`src/rtl/apu_req_dispatch_if.sv`:
```
// Core-side and unit-side bus bundle of the APU request dispatcher.
// slave: the dispatcher's view. master: the cores + FP unit environment view.
interface apu_req_dispatch_if #(
  parameter int NB_CORES = 8,
  parameter int NARGS    = 3,
  parameter int WOP      = 6,
  parameter int NUSFLAGS = 5,
  parameter int NDSFLAGS = 15
);
  // core side
  logic [NB_CORES-1:0]                  core_req;
  logic [NB_CORES-1:0]                  core_gnt;
  logic [NB_CORES-1:0][NARGS-1:0][31:0] core_operands;
  logic [NB_CORES-1:0][WOP-1:0]         core_op;
  logic [NB_CORES-1:0][NDSFLAGS-1:0]    core_flags;
  logic [NB_CORES-1:0]                  core_rvalid;
  logic [31:0]                          core_result;
  logic [NUSFLAGS-1:0]                  core_rflags;

  // unit side
  logic                                 unit_req;
  logic                                 unit_gnt;
  logic [NARGS-1:0][31:0]               unit_operands;
  logic [WOP-1:0]                       unit_op;
  logic [NDSFLAGS-1:0]                  unit_flags;
  logic                                 unit_rvalid;
  logic [31:0]                          unit_result;
  logic [NUSFLAGS-1:0]                  unit_rflags;

  modport slave (
    input  core_req, core_operands, core_op, core_flags,
    input  unit_gnt, unit_rvalid, unit_result, unit_rflags,
    output core_gnt, core_rvalid, core_result, core_rflags,
    output unit_req, unit_operands, unit_op, unit_flags
  );

  modport master (
    output core_req, core_operands, core_op, core_flags,
    output unit_gnt, unit_rvalid, unit_result, unit_rflags,
    input  core_gnt, core_rvalid, core_result, core_rflags,
    input  unit_req, unit_operands, unit_op, unit_flags
  );
endinterface

```
`src/rtl/apu_req_dispatch.sv`:
```
// Round-robin dispatcher from NB_CORES APU ports onto one shared in-order FP unit.
// An order FIFO remembers which core issued each op so results are steered back,
// one registered stage after the unit returns them. In-flight ops are capped at
// MAX_OUTSTANDING; a result with nothing in flight raises a sticky error.
module apu_req_dispatch #(
  parameter int NB_CORES        = 8,
  parameter int NARGS           = 3,
  parameter int WOP             = 6,
  parameter int NUSFLAGS        = 5,
  parameter int NDSFLAGS        = 15,
  parameter int MAX_OUTSTANDING = 4
) (
  input  logic                               clk_i,
  input  logic                               rst_i,
  apu_req_dispatch_if.slave                  bus,
  output logic [$clog2(MAX_OUTSTANDING):0]   outstanding_o,
  output logic                               err_o
);

  localparam int IDW = (NB_CORES > 1) ? $clog2(NB_CORES) : 1;
  localparam int PW  = $clog2(MAX_OUTSTANDING);
  localparam int CW  = PW + 1;

  // state
  logic [IDW-1:0]                        rr_q, rr_d;
  logic [MAX_OUTSTANDING-1:0][IDW-1:0]   ord_q, ord_d;
  logic [PW-1:0]                         wptr_q, wptr_d;
  logic [PW-1:0]                         rptr_q, rptr_d;
  logic [CW-1:0]                         cnt_q, cnt_d;
  logic [NB_CORES-1:0]                   rvalid_q, rvalid_d;
  logic [31:0]                           result_q, result_d;
  logic [NUSFLAGS-1:0]                   rflags_q, rflags_d;
  logic                                  err_q, err_d;

  // arbitration / handshake
  logic [IDW-1:0] win;
  logic [IDW-1:0] cand;
  logic           found;
  logic           any_req;
  logic           fifo_full;
  logic           fifo_empty;
  logic           unit_req;
  logic           hs;
  logic           pop;

  assign any_req    = |bus.core_req;
  assign fifo_full  = (cnt_q == CW'(MAX_OUTSTANDING));
  assign fifo_empty = (cnt_q == '0);
  // Full blocks issue even if a pop lands this cycle: keeps push-when-full impossible.
  assign unit_req   = any_req && !fifo_full;
  assign hs         = unit_req && bus.unit_gnt;
  assign pop        = bus.unit_rvalid && !fifo_empty;

  // Round-robin pick: first requester at or after rr_q, wrapping.
  always_comb begin
    win   = rr_q;
    found = 1'b0;
    cand  = '0;
    for (int i = 0; i < NB_CORES; i++) begin
      cand = IDW'((32'(rr_q) + 32'(i)) % NB_CORES);
      if (!found && bus.core_req[cand]) begin
        found = 1'b1;
        win   = cand;
      end
    end
  end

  // Unit-side payload mux and single-hot grant back to the winner.
  always_comb begin
    bus.unit_req      = unit_req;
    bus.core_gnt      = '0;
    bus.unit_operands = '0;
    bus.unit_op       = '0;
    bus.unit_flags    = '0;
    if (hs) bus.core_gnt[win] = 1'b1;
    if (unit_req) begin
      bus.unit_operands = bus.core_operands[win];
      bus.unit_op       = bus.core_op[win];
      bus.unit_flags    = bus.core_flags[win];
    end
  end

  // Order FIFO and round-robin pointer next state.
  always_comb begin
    ord_d  = ord_q;
    wptr_d = wptr_q;
    rptr_d = rptr_q;
    cnt_d  = cnt_q;
    rr_d   = rr_q;
    if (hs) begin
      ord_d[wptr_q] = win;
      wptr_d        = wptr_q + 1'b1;
      rr_d          = (win == IDW'(NB_CORES - 1)) ? '0 : win + 1'b1;
    end
    if (pop) rptr_d = rptr_q + 1'b1;
    case ({hs, pop})
      2'b10:   cnt_d = cnt_q + 1'b1;
      2'b01:   cnt_d = cnt_q - 1'b1;
      default: cnt_d = cnt_q;
    endcase
  end

  // Response steering: head of FIFO picks the core; buses hold when idle.
  always_comb begin
    rvalid_d = '0;
    result_d = result_q;
    rflags_d = rflags_q;
    if (pop) begin
      rvalid_d[ord_q[rptr_q]] = 1'b1;
      result_d                = bus.unit_result;
      rflags_d                = bus.unit_rflags;
    end
  end

  // A result with nothing in flight (and nothing being issued) is a protocol error.
  always_comb begin
    err_d = err_q | (bus.unit_rvalid && fifo_empty && !hs);
  end

  // State registers, synchronous reset.
  always_ff @(posedge clk_i) begin
    if (rst_i) begin
      rr_q     <= '0;
      ord_q    <= '0;
      wptr_q   <= '0;
      rptr_q   <= '0;
      cnt_q    <= '0;
      rvalid_q <= '0;
      result_q <= '0;
      rflags_q <= '0;
      err_q    <= 1'b0;
    end else begin
      rr_q     <= rr_d;
      ord_q    <= ord_d;
      wptr_q   <= wptr_d;
      rptr_q   <= rptr_d;
      cnt_q    <= cnt_d;
      rvalid_q <= rvalid_d;
      result_q <= result_d;
      rflags_q <= rflags_d;
      err_q    <= err_d;
    end
  end

  assign bus.core_rvalid = rvalid_q;
  assign bus.core_result = result_q;
  assign bus.core_rflags = rflags_q;
  assign outstanding_o   = cnt_q;
  assign err_o           = err_q;

endmodule
```
`src/flat_wrapper.sv`:
```
// flat-port wrapper written by rule: the top's interface ports become plain ports
module apu_req_dispatch_flat 
#(
  parameter int NB_CORES        = 8,
  parameter int NARGS           = 3,
  parameter int WOP             = 6,
  parameter int NUSFLAGS        = 5,
  parameter int NDSFLAGS        = 15,
  parameter int MAX_OUTSTANDING = 4
)
  (clk_i, rst_i, outstanding_o, err_o, bus_core_req, bus_core_operands, bus_core_op, bus_core_flags, bus_unit_gnt, bus_unit_rvalid, bus_unit_result, bus_unit_rflags, bus_core_gnt, bus_core_rvalid, bus_core_result, bus_core_rflags, bus_unit_req, bus_unit_operands, bus_unit_op, bus_unit_flags);
  apu_req_dispatch_if #(.NB_CORES(NB_CORES), .NARGS(NARGS), .WOP(WOP), .NUSFLAGS(NUSFLAGS), .NDSFLAGS(NDSFLAGS)) bus_i ();
  input  logic clk_i;
  input  logic rst_i;
  output logic [$clog2(MAX_OUTSTANDING):0] outstanding_o;
  output logic err_o;
  input wire logic [$bits(bus_i.core_req)-1:0] bus_core_req;
  input wire logic [$bits(bus_i.core_operands)-1:0] bus_core_operands;
  input wire logic [$bits(bus_i.core_op)-1:0] bus_core_op;
  input wire logic [$bits(bus_i.core_flags)-1:0] bus_core_flags;
  input wire logic [$bits(bus_i.unit_gnt)-1:0] bus_unit_gnt;
  input wire logic [$bits(bus_i.unit_rvalid)-1:0] bus_unit_rvalid;
  input wire logic [$bits(bus_i.unit_result)-1:0] bus_unit_result;
  input wire logic [$bits(bus_i.unit_rflags)-1:0] bus_unit_rflags;
  output wire logic [$bits(bus_i.core_gnt)-1:0] bus_core_gnt;
  output wire logic [$bits(bus_i.core_rvalid)-1:0] bus_core_rvalid;
  output wire logic [$bits(bus_i.core_result)-1:0] bus_core_result;
  output wire logic [$bits(bus_i.core_rflags)-1:0] bus_core_rflags;
  output wire logic [$bits(bus_i.unit_req)-1:0] bus_unit_req;
  output wire logic [$bits(bus_i.unit_operands)-1:0] bus_unit_operands;
  output wire logic [$bits(bus_i.unit_op)-1:0] bus_unit_op;
  output wire logic [$bits(bus_i.unit_flags)-1:0] bus_unit_flags;
  assign bus_i.core_req = bus_core_req;
  assign bus_i.core_operands = bus_core_operands;
  assign bus_i.core_op = bus_core_op;
  assign bus_i.core_flags = bus_core_flags;
  assign bus_i.unit_gnt = bus_unit_gnt;
  assign bus_i.unit_rvalid = bus_unit_rvalid;
  assign bus_i.unit_result = bus_unit_result;
  assign bus_i.unit_rflags = bus_unit_rflags;
  assign bus_core_gnt = bus_i.core_gnt;
  assign bus_core_rvalid = bus_i.core_rvalid;
  assign bus_core_result = bus_i.core_result;
  assign bus_core_rflags = bus_i.core_rflags;
  assign bus_unit_req = bus_i.unit_req;
  assign bus_unit_operands = bus_i.unit_operands;
  assign bus_unit_op = bus_i.unit_op;
  assign bus_unit_flags = bus_i.unit_flags;
  apu_req_dispatch #(.NB_CORES(NB_CORES), .NARGS(NARGS), .WOP(WOP), .NUSFLAGS(NUSFLAGS), .NDSFLAGS(NDSFLAGS), .MAX_OUTSTANDING(MAX_OUTSTANDING)) u_core (.clk_i(clk_i), .rst_i(rst_i), .bus(bus_i), .outstanding_o(outstanding_o), .err_o(err_o));
endmodule
```
`config.mk`:
```
export PLATFORM = sky130hd
export DESIGN_NAME = apu_req_dispatch_flat
export DESIGN_NICKNAME = d
export VERILOG_FILES = /design/src/rtl/apu_req_dispatch_if.sv /design/src/rtl/apu_req_dispatch.sv /design/src/flat_wrapper.sv
export SDC_FILE = /design/constraint.sdc
export NUM_CORES = 1
export LEC_CHECK = 0
export CORE_AREA = 3 3 447 449
export CTS_CLUSTER_DIAMETER = 120
export CTS_CLUSTER_SIZE = 25
export DETAILED_ROUTE_END_ITERATION = 8
export DIE_AREA = 0 0 450 452
export GPL_ROUTABILITY_DRIVEN = 1
export GPL_TIMING_DRIVEN = 0
export PLACE_DENSITY = 0.4
export SETUP_SLACK_MARGIN = 0.05
export SYNTH_ARGS = -nofsm -noshare
export SYNTH_HDL_FRONTEND = slang
export SYNTH_SLANG_ARGS = --single-unit
export TNS_END_PERCENT = 1
```
`constraint.sdc`:
```
create_clock -name clk_i -period 11.5 [get_ports clk_i]
set_input_delay 1.725 -clock clk_i [delete_from_list [all_inputs] [get_ports clk_i]]
set_output_delay 1.725 -clock clk_i [all_outputs]
set_load 0.05 [all_outputs]
```
; After elaboration in Yosys (flattened, before gate mapping)
; Cells that the tools add are included.
[word_totals]
out_inout_bits = 175
reg_bits = 68
[op_classes]
mux = 51
n_addsub = 12
reduce_logical = 29
bitwise = 2
order_cmp = 15
n_eq_ne = 4
[op_table]
columns = cell, count
row1 = binary-select mux 96 bit (select 3 bit), 1
row2 = two-way mux 96 bit, 2
row3 = binary-select mux 15 bit (select 3 bit), 1
row4 = "less-than comparator 3 x 4 -> 1 bit, second input constant", 10
row5 = two-way mux 15 bit, 2
row6 = two-way mux 3 bit, 10
row7 = binary-select mux 1 bit (select 3 bit), 8
row8 = binary-select mux 6 bit (select 3 bit), 1
row9 = two-way mux 1 bit, 17
row10 = logical AND 1 bit, 15
row11 = "adder 3 bit, second input constant", 4
row12 = bitwise mux 12 bit, 1
row13 = two-way mux 6 bit, 2
row14 = zero test 1 bit, 10
row15 = "adder 3 x 1 -> 3 bit, second input constant", 3
row16 = two-way mux 8 bit, 1
row17 = OR reduction 8 bit, 1
row18 = "adder 3 x 2 -> 3 bit, second input constant", 2
row19 = binary-select mux 3 bit (select 2 bit), 1
row20 = demux 1 bit (select 3 bit), 2
row21 = demux 3 bit (select 2 bit), 1
row22 = "== test 3 bit, second input constant", 2
row23 = "greater-or-equal comparator 3 x 1 -> 1 bit, second input constant", 2
row24 = "less-than comparator 2 x 3 -> 1 bit, second input constant", 2
row25 = other kinds (11), 12

; Logic depth before layout (Yosys ltp)
; Gate-level depths: netlist of the first run.
[logic_depth]
ltp_word = 29
depth_mapped = 26

; Worst setup path before layout of the first run
; No wires, ideal clock.
[synth_timing]
path_kind = flip-flop to output port
from = register u_core.rr_q[0]
to = output bus_core_gnt[2]
required_ns = 9.775
path_slack_ns = 4.093
path_stages_with_launch = 20
n_path_buf = 11
arrival_ns = 5.682
path_cell_list = dfxtp_1 buf_2 buf_4 buf_4 inv_2 clkbuf_1 clkbuf_1 ha_1 buf_4 buf_8 mux2i_1 mux4_2 a22o_1 buf_4 a221o_1 a221o_1 clkbuf_1 buf_2 buf_1 nor4_1
[synth_between]
elab_chain_len = 29
word_cells_on_any_way = 57
classes_between = 7 x add/sub / 2 x order compare / 33 x mux / 15 x reduce/logical
[synth_lines]
columns = element, line
row1 = start: declaration, apu_req_dispatch.sv:25  ; logic [IDW-1:0] rr_q, rr_d;
row2 = start signal: assignment, apu_req_dispatch.sv:133  ; rr_q <= rr_d;
row3 = "parallel branches: the longest is 23 deep, another holds adder 3 x 1 -> 3 bit", n/a
row4 = two-way mux 3 bit *, apu_req_dispatch.sv:61  ; if (!found && bus.core_req[cand]) begin
row5 = less-than comparator 3 x 4 -> 1 bit (implied by the code) or greater-or-equal comparator 3 x 1 -> 1 bit (tied branches), apu_req_dispatch.sv:75  ; if (hs) bus.core_gnt[win] = 1'b1;
row6 = logical AND 1 bit (implied by the code), apu_req_dispatch.sv:75
row7 = two-way mux 1 bit (implied by the code), apu_req_dispatch.sv:75
row8 = demux 1 bit (select 3 bit) *, n/a
row9 = two-way mux 8 bit *, apu_req_dispatch.sv:75
row10 = end: declaration, flat_wrapper.sv:25  ; output wire logic [$bits(bus_i.core_gnt)-1:0] bus_core_gnt;
; Mark *: on every way between the ends. The select of a mux whose other input is x is not followed.

; Worst setup path in the final report of the first run
[layout_timing]
from = register u_core.rr_q[0]
to = output bus_unit_operands[93]
[layout_between]
elab_chain_len = 27
word_cells_on_any_way = 54
classes_between = 7 x add/sub / 33 x mux / 14 x reduce/logical
[layout_lines]
columns = element, line
row1 = "parallel branches: the longest is 23 deep, another holds adder 3 x 1 -> 3 bit", n/a
row2 = two-way mux 3 bit *, apu_req_dispatch.sv:61
row3 = binary-select mux 96 bit (select 3 bit) *, apu_req_dispatch.sv:77  ; bus.unit_operands = bus.core_operands[win];
row4 = two-way mux 96 bit (implied by the code) *, apu_req_dispatch.sv:77
row5 = two-way mux 96 bit *, apu_req_dispatch.sv:76  ; if (unit_req) begin
row6 = end: declaration, flat_wrapper.sv:30  ; output wire logic [$bits(bus_i.unit_operands)-1:0] bus_unit_operands;
; Marked as above.

==> results of run 1 <==
-- cells in the mapped netlist, types with 6 or more instances --
cell,count,area [um^2]
nand2b_1,6,37.5
mux4_2,12,270
nor4_1,6,37.5
o221ai_2,40,601
o211ai_1,234,1760
buf_2,47,235
nor3_1,9,45.0
a22oi_1,117,878
ha_1,8,100
xnor2_1,7,61.3
clkbuf_1,222,833
nor2_1,50,188
buf_1,28,105
nand2_1,100,375
o221ai_1,78,683
o2bb2ai_1,116,1020
and3_1,117,732
mux2i_1,246,2460
a21o_1,116,871
nand3_1,6,30.0
a21oi_1,57,285
dfxtp_1,68,1360
a221oi_1,351,3070
inv_1,11,41.3
-- layout make-up --
class / count / area share
Buffer: 307 / 0.0398
Tap cell: 2640 / 0.102
Multi-Input combinational cell: 1749 / 0.437
Sequential cell: 68 / 0.0419
Inverter: 13 / 0.00150
Timing Repair Buffer: 1170 / 0.366
Clock inverter: 4 / 0.00154
Antenna cell: 43 / 0.00331
Clock buffer: 11 / 0.00747
-- critical path: cells and delay by family, from the launching register on --
family | cells | cell delay (ns)
mux | 2 | 0.56
simple gates | 1 | 0.58
buf+inv | 12 | 5.04
fa+ha+maj | 1 | 0.58
flops | 1 | 0.33
compound gates | 6 | 1.48
-- per-stage QoR --
| step | hold slack [ns] | TNS [ns] |
|---|---|---|
| 6_report | 0.455 | 0 |
| 5_1_grt | 0.475 | 0 |
| 4_1_cts | 0.455 | 0 |
| 3_5_place_dp | 0.447 | -2.99 |
| 3_3_place_gp | 0.447 | -95.11 |
| 2_1_floorplan | 0.449 | 0 |
-- cells by family after synthesis --
group                    Yosys count  share of synthesized area
buffers and inverters            321                     0.0791
multiplexers                     264                      0.167
adder cells (fa/ha/maj)            9                    0.00714
AND/OR/NAND/NOR                  312                     0.0939
flip-flops                        68                     0.0809
XOR/XNOR                          13                    0.00721
AO/OA/AOI/OAI                   1151                      0.565
-- routing by layer --
layer	global-route usage	wire length, um	vias to the layer above	part of all wire
met2	0.324	98700	1626	0.47
met5	0	387	-	0.0018
met1	0.241	86300	13600	0.41
met4	0.0460	5910	60	0.028
met3	0.0574	18500	271	0.088
li1	-	-	11600	-
-- placed cells by master (no fill, tap or decap), types with 40 or more instances in the layout --
master / n
a21o_1: 116
o2bb2ai_1: 116
clkdlybuf4s50_1: 1158
o211ai_1: 234
a21oi_1: 57
nor2_1: 49
clkbuf_1: 210
dfxtp_1: 68
a221oi_1: 351
mux2i_1: 246
o221ai_1: 78
and3_1: 117
a22oi_1: 117
o221ai_2: 40
diode_2: 43
buf_2: 48
nand2_1: 100
-- flip-flops by register name, indices dropped and copies added, names as in the netlist --
signal / cells
u_core.rptr_q: 2
u_core.bus.core_result: 32
u_core.bus.core_rflags: 5
u_core.ord_q: 12
u_core.wptr_q: 2
u_core.rr_q: 3
u_core.bus.core_rvalid: 8
u_core.err_o: 1
u_core.outstanding_o: 3
-- worst paths after layout --
check / startpoint / end / slack, ns / depth (start not counted)
worst min register to register: u_core.bus.core_result[30] / u_core.bus.core_result[30] / 0.45 / 2
worst min-delay path: u_core.bus.core_result[30] / u_core.bus.core_result[30] / 0.45 / 2
worst max-delay path: u_core.rr_q[0] / bus_unit_operands[93] / 0.76 / 22
worst max register to register: u_core.rr_q[0] / u_core.rr_q[0] / 4.72 / 22
-- timing repair --
action,in CTS,in global routing
resized for setup,3,1
hold endpoints to repair,0,0
endpoints found under the setup margin,112,9
hold buffers,0,0
pin swaps,0,0
==> impl_metrics.py, run 1 <==
metrics = {
    "routing": {
        "vias": 27200,
        "drtIter0Drc": 3104,
        "routed_via_density": 4.52,
        "drc_errors": 0,
        "drt.antenna.violating_nets": 0,
        "routed_wl_um": 210000,
        "wl_per_cell_um": 34.9,
        "dr.pass1.iters": 6,
    },
    "final_layout": {
        "nets": 4312,
        "finalInstanceArea_um2": 32500,
        "fill_cells": 22500,
        "drive_gt1_frac": 0.0521,
        "multi_input_area_um2": 14200,
        "final_cells": 6005,
        "fin_util": 0.165,
        "register_area_um2": 1360,
        "area_growth_syn_to_layout_pct": 93.1,
    },
    "timing": {
        "report.final.slew_viol_count": 0,
        "slew_headroom": 0.124,
        "setup_viol": 0,
        "post-route-min-period_ns": 10.74,
        "setup_slack_ns": 0.756,
        "max_clock_freq_ghz": 0.0931,
        "clock_skew_ns": 0.00891,
        "finalCritPeriodShare": 0.934,
        "finalHoldViolCount": 0,
        "worst_pin_slew_ns": 1.31,
        "rsz0062_at_grt": "no",
    },
    "yosys": {
        "syn_avg_cell_area_um2": 7.87,
        "synth_cell_type_count": 66,
        "yosysWarnings": 0,
        "ys_ff_latch": 68,
        "syn_nets": 3132,
        "ys_async_sr_fraction": 0,
        "syn_area_um2": 16800,
        "synthFlopType": "dfxtp_1",
        "yosysSeqAreaShare": 0.0809,
        "synth_edf_count": 0,
        "syn_inst": 2138,
    },
    "worst_setup_path": {
        "cpPeakStageDelay_ns": 1.10,
        "path_cells": "buf_2 > buf_4 > buf_4 > inv_2 > clkbuf_2 > ha_1 > buf_4 > buf_8 > mux2i_1 > mux4_2 > o22a_1 > buf_2 > o21ai_0 > buf_2 > nor2_2 > clkbuf_2 > clkbuf_1 > a221oi_1 > o211ai_1 > o211ai_1 > o221ai_2 > clkdlybuf4s50_1",
        "required_ns": 9.78,
        "end_kind": "output pin",
        "arrival_ns": 9.02,
        "worstSetupPathType": "flip-flop to output pin",
        "crit_path_top_delay_cell": "clkdlybuf4s50_1",
        "worstPathMaxFanout": 19,
        "start_kind": "flip-flop",
    },
    "cts": {
        "cts_root_buf": "clkbuf_16",
        "clkTransAtPathRegs_ns": 0.06,
        "clock-sinks": 68,
        "cts_setup_buffers": 0,
        "cts_tree": "yes",
        "cts_buffers": 9,
        "clk_latency_ns": 0.35,
        "clk_path_buf_depth": 2,
        "htreeDepth": 3,
    },
    "floorplan": {
        "io_pins": 1160,
        "die_area_um2": 203000,
        "rows": 163,
        "core_um2": 197000,
        "die_h_um": 452,
        "die_w_um": 450,
        "start_util": 0.0856,
    },
    "placed_design": {
        "port_buffers": 1158,
        "dpl.hpwl_um": 182000,
        "dp.cells": 5948,
        "placed_area_um2": 32100,
        "pre_cts_slack_ns": -0.330,
        "gp_congestion": 0.942,
    },
    "job": {
        "drv_cap": 0,
    },
    "grt": {
        "grt_max_degree": 12,
        "first_global_vias": 25900,
        "grt_pass1_wl_um": 265000,
        "antenna_found_initial": 121,
        "grt_util_all_layers": 0.193,
        "grt-ovfl-total": 0,
    },
    "run_status": {
        "outcome": "completed",
    },
    "worst_hold_path": {
        "holdCritPathClass": "flip-flop to flip-flop",
    },
}
Power of run 1 is not shown: default switching activity piles up to over one toggle a cycle in this logic, so the estimate is an artifact.
==> inputs of run 2 (changes only) <==
--- a/config.mk
+++ b/config.mk
@@ -14,6 +14,7 @@
 export GPL_TIMING_DRIVEN = 0
 export PLACE_DENSITY = 0.4
 export SETUP_SLACK_MARGIN = 0.05
+export SLEW_MARGIN = 10
 export SYNTH_ARGS = -nofsm -noshare
 export SYNTH_HDL_FRONTEND = slang
 export SYNTH_SLANG_ARGS = --single-unit
==> run 2 against run 1 <==
Sequential share of layout area is essentially flat. Critical path type unchanged. Worst setup slack got worse by 0.059 ns. Die area did not move. Global-route usage barely moved. Core utilization about the same. Sequential cell count is the same. Highest routed layer unchanged. Routed wire length barely moved. Via count grew 1.0%. Cell count is essentially flat. Non-clock buffer count up 3. Design area about the same.
==> impl_metrics.py, run 2 (synthesized netlist as in run 1, its figures left out) <==
metrics = {
    "run_status": {
        "outcome": "completed",
    },
    "worst_setup_path": {
        "critical_path_buf_inv_count": 13,
        "path_cells": "buf_2 > buf_4 > buf_4 > inv_2 > clkbuf_2 > ha_1 > buf_4 > buf_8 > mux2i_1 > mux4_2 > o22a_1 > buf_2 > o21ai_0 > buf_2 > nor2_2 > clkbuf_2 > buf_16 > clkbuf_1 > a221oi_1 > o2bb2ai_1 > o211ai_1 > o221ai_1 > clkdlybuf4s50_1",
        "required_ns": 9.78,
        "start_kind": "flip-flop",
        "cp_top_family": "buffers and inverters",
        "r2r-start": "u_core.rr_q[0]",
        "end_kind": "output pin",
        "worstSetupPathType": "flip-flop to output pin",
        "r2r_setup_slack_ns": 4.65,
        "crit_start": "u_core.rr_q[0]",
        "cpPeakStageDelay_ns": 1.13,
        "crit_path_top_delay_cell": "clkdlybuf4s50_1",
        "arrival_ns": 9.08,
        "worstPathMaxFanout": 19,
    },
    "routing": {
        "wl_per_cell_um": 35.0,
        "drtIter0Drc": 3279,
        "drt.antenna.violating_nets": 0,
        "routed_wl_um": 210000,
        "routed_via_density": 4.57,
        "drc_errors": 0,
        "vias": 27400,
        "dr.pass1.iters": 6,
    },
    "timing": {
        "finalCritPeriodShare": 0.939,
        "setup_slack_ns": 0.697,
        "report.final.slew_viol_count": 0,
        "rsz0062_at_grt": "no",
        "clock_skew_ns": 0.00545,
        "hold_ws_ns": 0.452,
        "worst_pin_slew_ns": 1.22,
        "finalHoldViolCount": 0,
        "slew_headroom": 0.189,
        "post-route-min-period_ns": 10.80,
        "setup_viol": 0,
        "max_clock_freq_ghz": 0.0926,
    },
    "floorplan": {
        "io_pins": 1160,
        "die_h_um": 452,
        "start_util": 0.0856,
        "rows": 163,
        "core_um2": 197000,
        "die_area_um2": 203000,
        "die_w_um": 450,
    },
    "cts": {
        "htreeDepth": 3,
        "cts_setup_buffers": 0,
        "cts_buffers": 9,
        "cts_tree": "yes",
        "clk_path_buf_depth": 2,
        "cts_root_buf": "clkbuf_16",
        "clk_latency_ns": 0.35,
        "clock-sinks": 68,
        "hold_buffers": 0,
        "clkTransAtPathRegs_ns": 0.06,
    },
    "placed_design": {
        "pre_cts_slack_ns": -0.192,
        "dpl.hpwl_um": 182000,
        "gp_congestion": 0.942,
        "port_buffers": 1158,
    },
    "grt": {
        "antenna_found_initial": 131,
        "busiest_layer": "met2",
        "use_met1": 0.238,
        "use_met3": 0.0628,
        "grt-ovfl-total": 0,
        "first_global_vias": 25800,
        "grt_max_degree": 13,
        "grt_pass1_wl_um": 266000,
        "use_met2": 0.326,
        "grt_util_all_layers": 0.193,
    },
    "final_layout": {
        "nets": 4315,
        "fill_cells": 22500,
        "fin_util": 0.165,
        "area_growth_syn_to_layout_pct": 93.2,
        "final_common_cell": "clkdlybuf4s50_1",
        "mostFrequentLayoutCells": "1157 x clkdlybuf4s50_1, 351 x a221oi_1, 246 x mux2i_1",
        "largest_reg_flops": 32,
        "drive_gt1_frac": 0.0538,
    },
    "worst_hold_path": {
        "holdCritPathClass": "flip-flop to flip-flop",
        "hp-start": "u_core.bus.core_result[30]",
    },
    "job": {
        "drv_cap": 0,
    },
}
==> run 2: worst reg2reg max path, cell delays in order, from the launching register on <==
cell,delay [ns]
dfxtp_1,0.33
buf_2,0.26
buf_4,0.25
buf_4,0.21
inv_2,0.13
clkbuf_2,0.66
ha_1,0.59
buf_4,0.15
buf_8,0.16
mux2i_1,0.31
mux2i_1,0.17
o22ai_1,0.50
nand3_1,0.30
nor4_1,0.36
a221o_1,0.16
clkbuf_1,0.27
buf_2,0.44
buf_1,0.67
nor2_1,0.12
ha_1,0.26
nor4_1,0.27
a21oi_1,0.08
nor2_1,0.12
==> run 2: area by class of cell <==
type                    instances  area (um^2)  share of cell area
diodes                         35         87.6             0.00269
plain buffers                 307         1290              0.0398
clock buffers                  10          239             0.00735
clock inverters                 6         38.8             0.00119
inverters                      13         48.8             0.00150
multi-input cells            1749        14200               0.437
flip-flops and latches         68         1360              0.0419
well taps                    2640         3300               0.102
repair buffers               1173        11900               0.367
==> run 2: per-layer routing <==
metal,share of wire,up-vias
li1,-,11600
met1,0.41,13800
met2,0.48,1647
met3,0.091,277
met4,0.022,72
met5,0.0022,-
==> run 2: path summary, 6_finish.rpt <==
| check | cells after the start | to |
|---|---|---|
| worst max-delay path | 23 | bus_unit_operands[33] |
| worst min-delay path | 2 | u_core.bus.core_result[30] |
| worst max register to register | 22 | u_core.rr_q[0] |
| worst min register to register | 2 | u_core.bus.core_result[30] |
==> run 2: through the flow <==
step           area [um^2]  instances  setup TNS, ns
2_1_floorplan        16800       2138              0
3_3_place_gp         31700       5936         -95.11
3_5_place_dp         32100       5951         -0.198
4_1_cts              32400       5967              0
5_1_grt              32500       5982              0
6_report             32500       6001              0
==> run 2: repair_timing <==
| item | CTS | global route |
|---|---|---|
| resized for setup | 3 | 1 |
| hold endpoints to repair | 0 | 0 |
| setup endpoints to repair | 62 | 47 |
Power of run 2 is left out for the same reason.
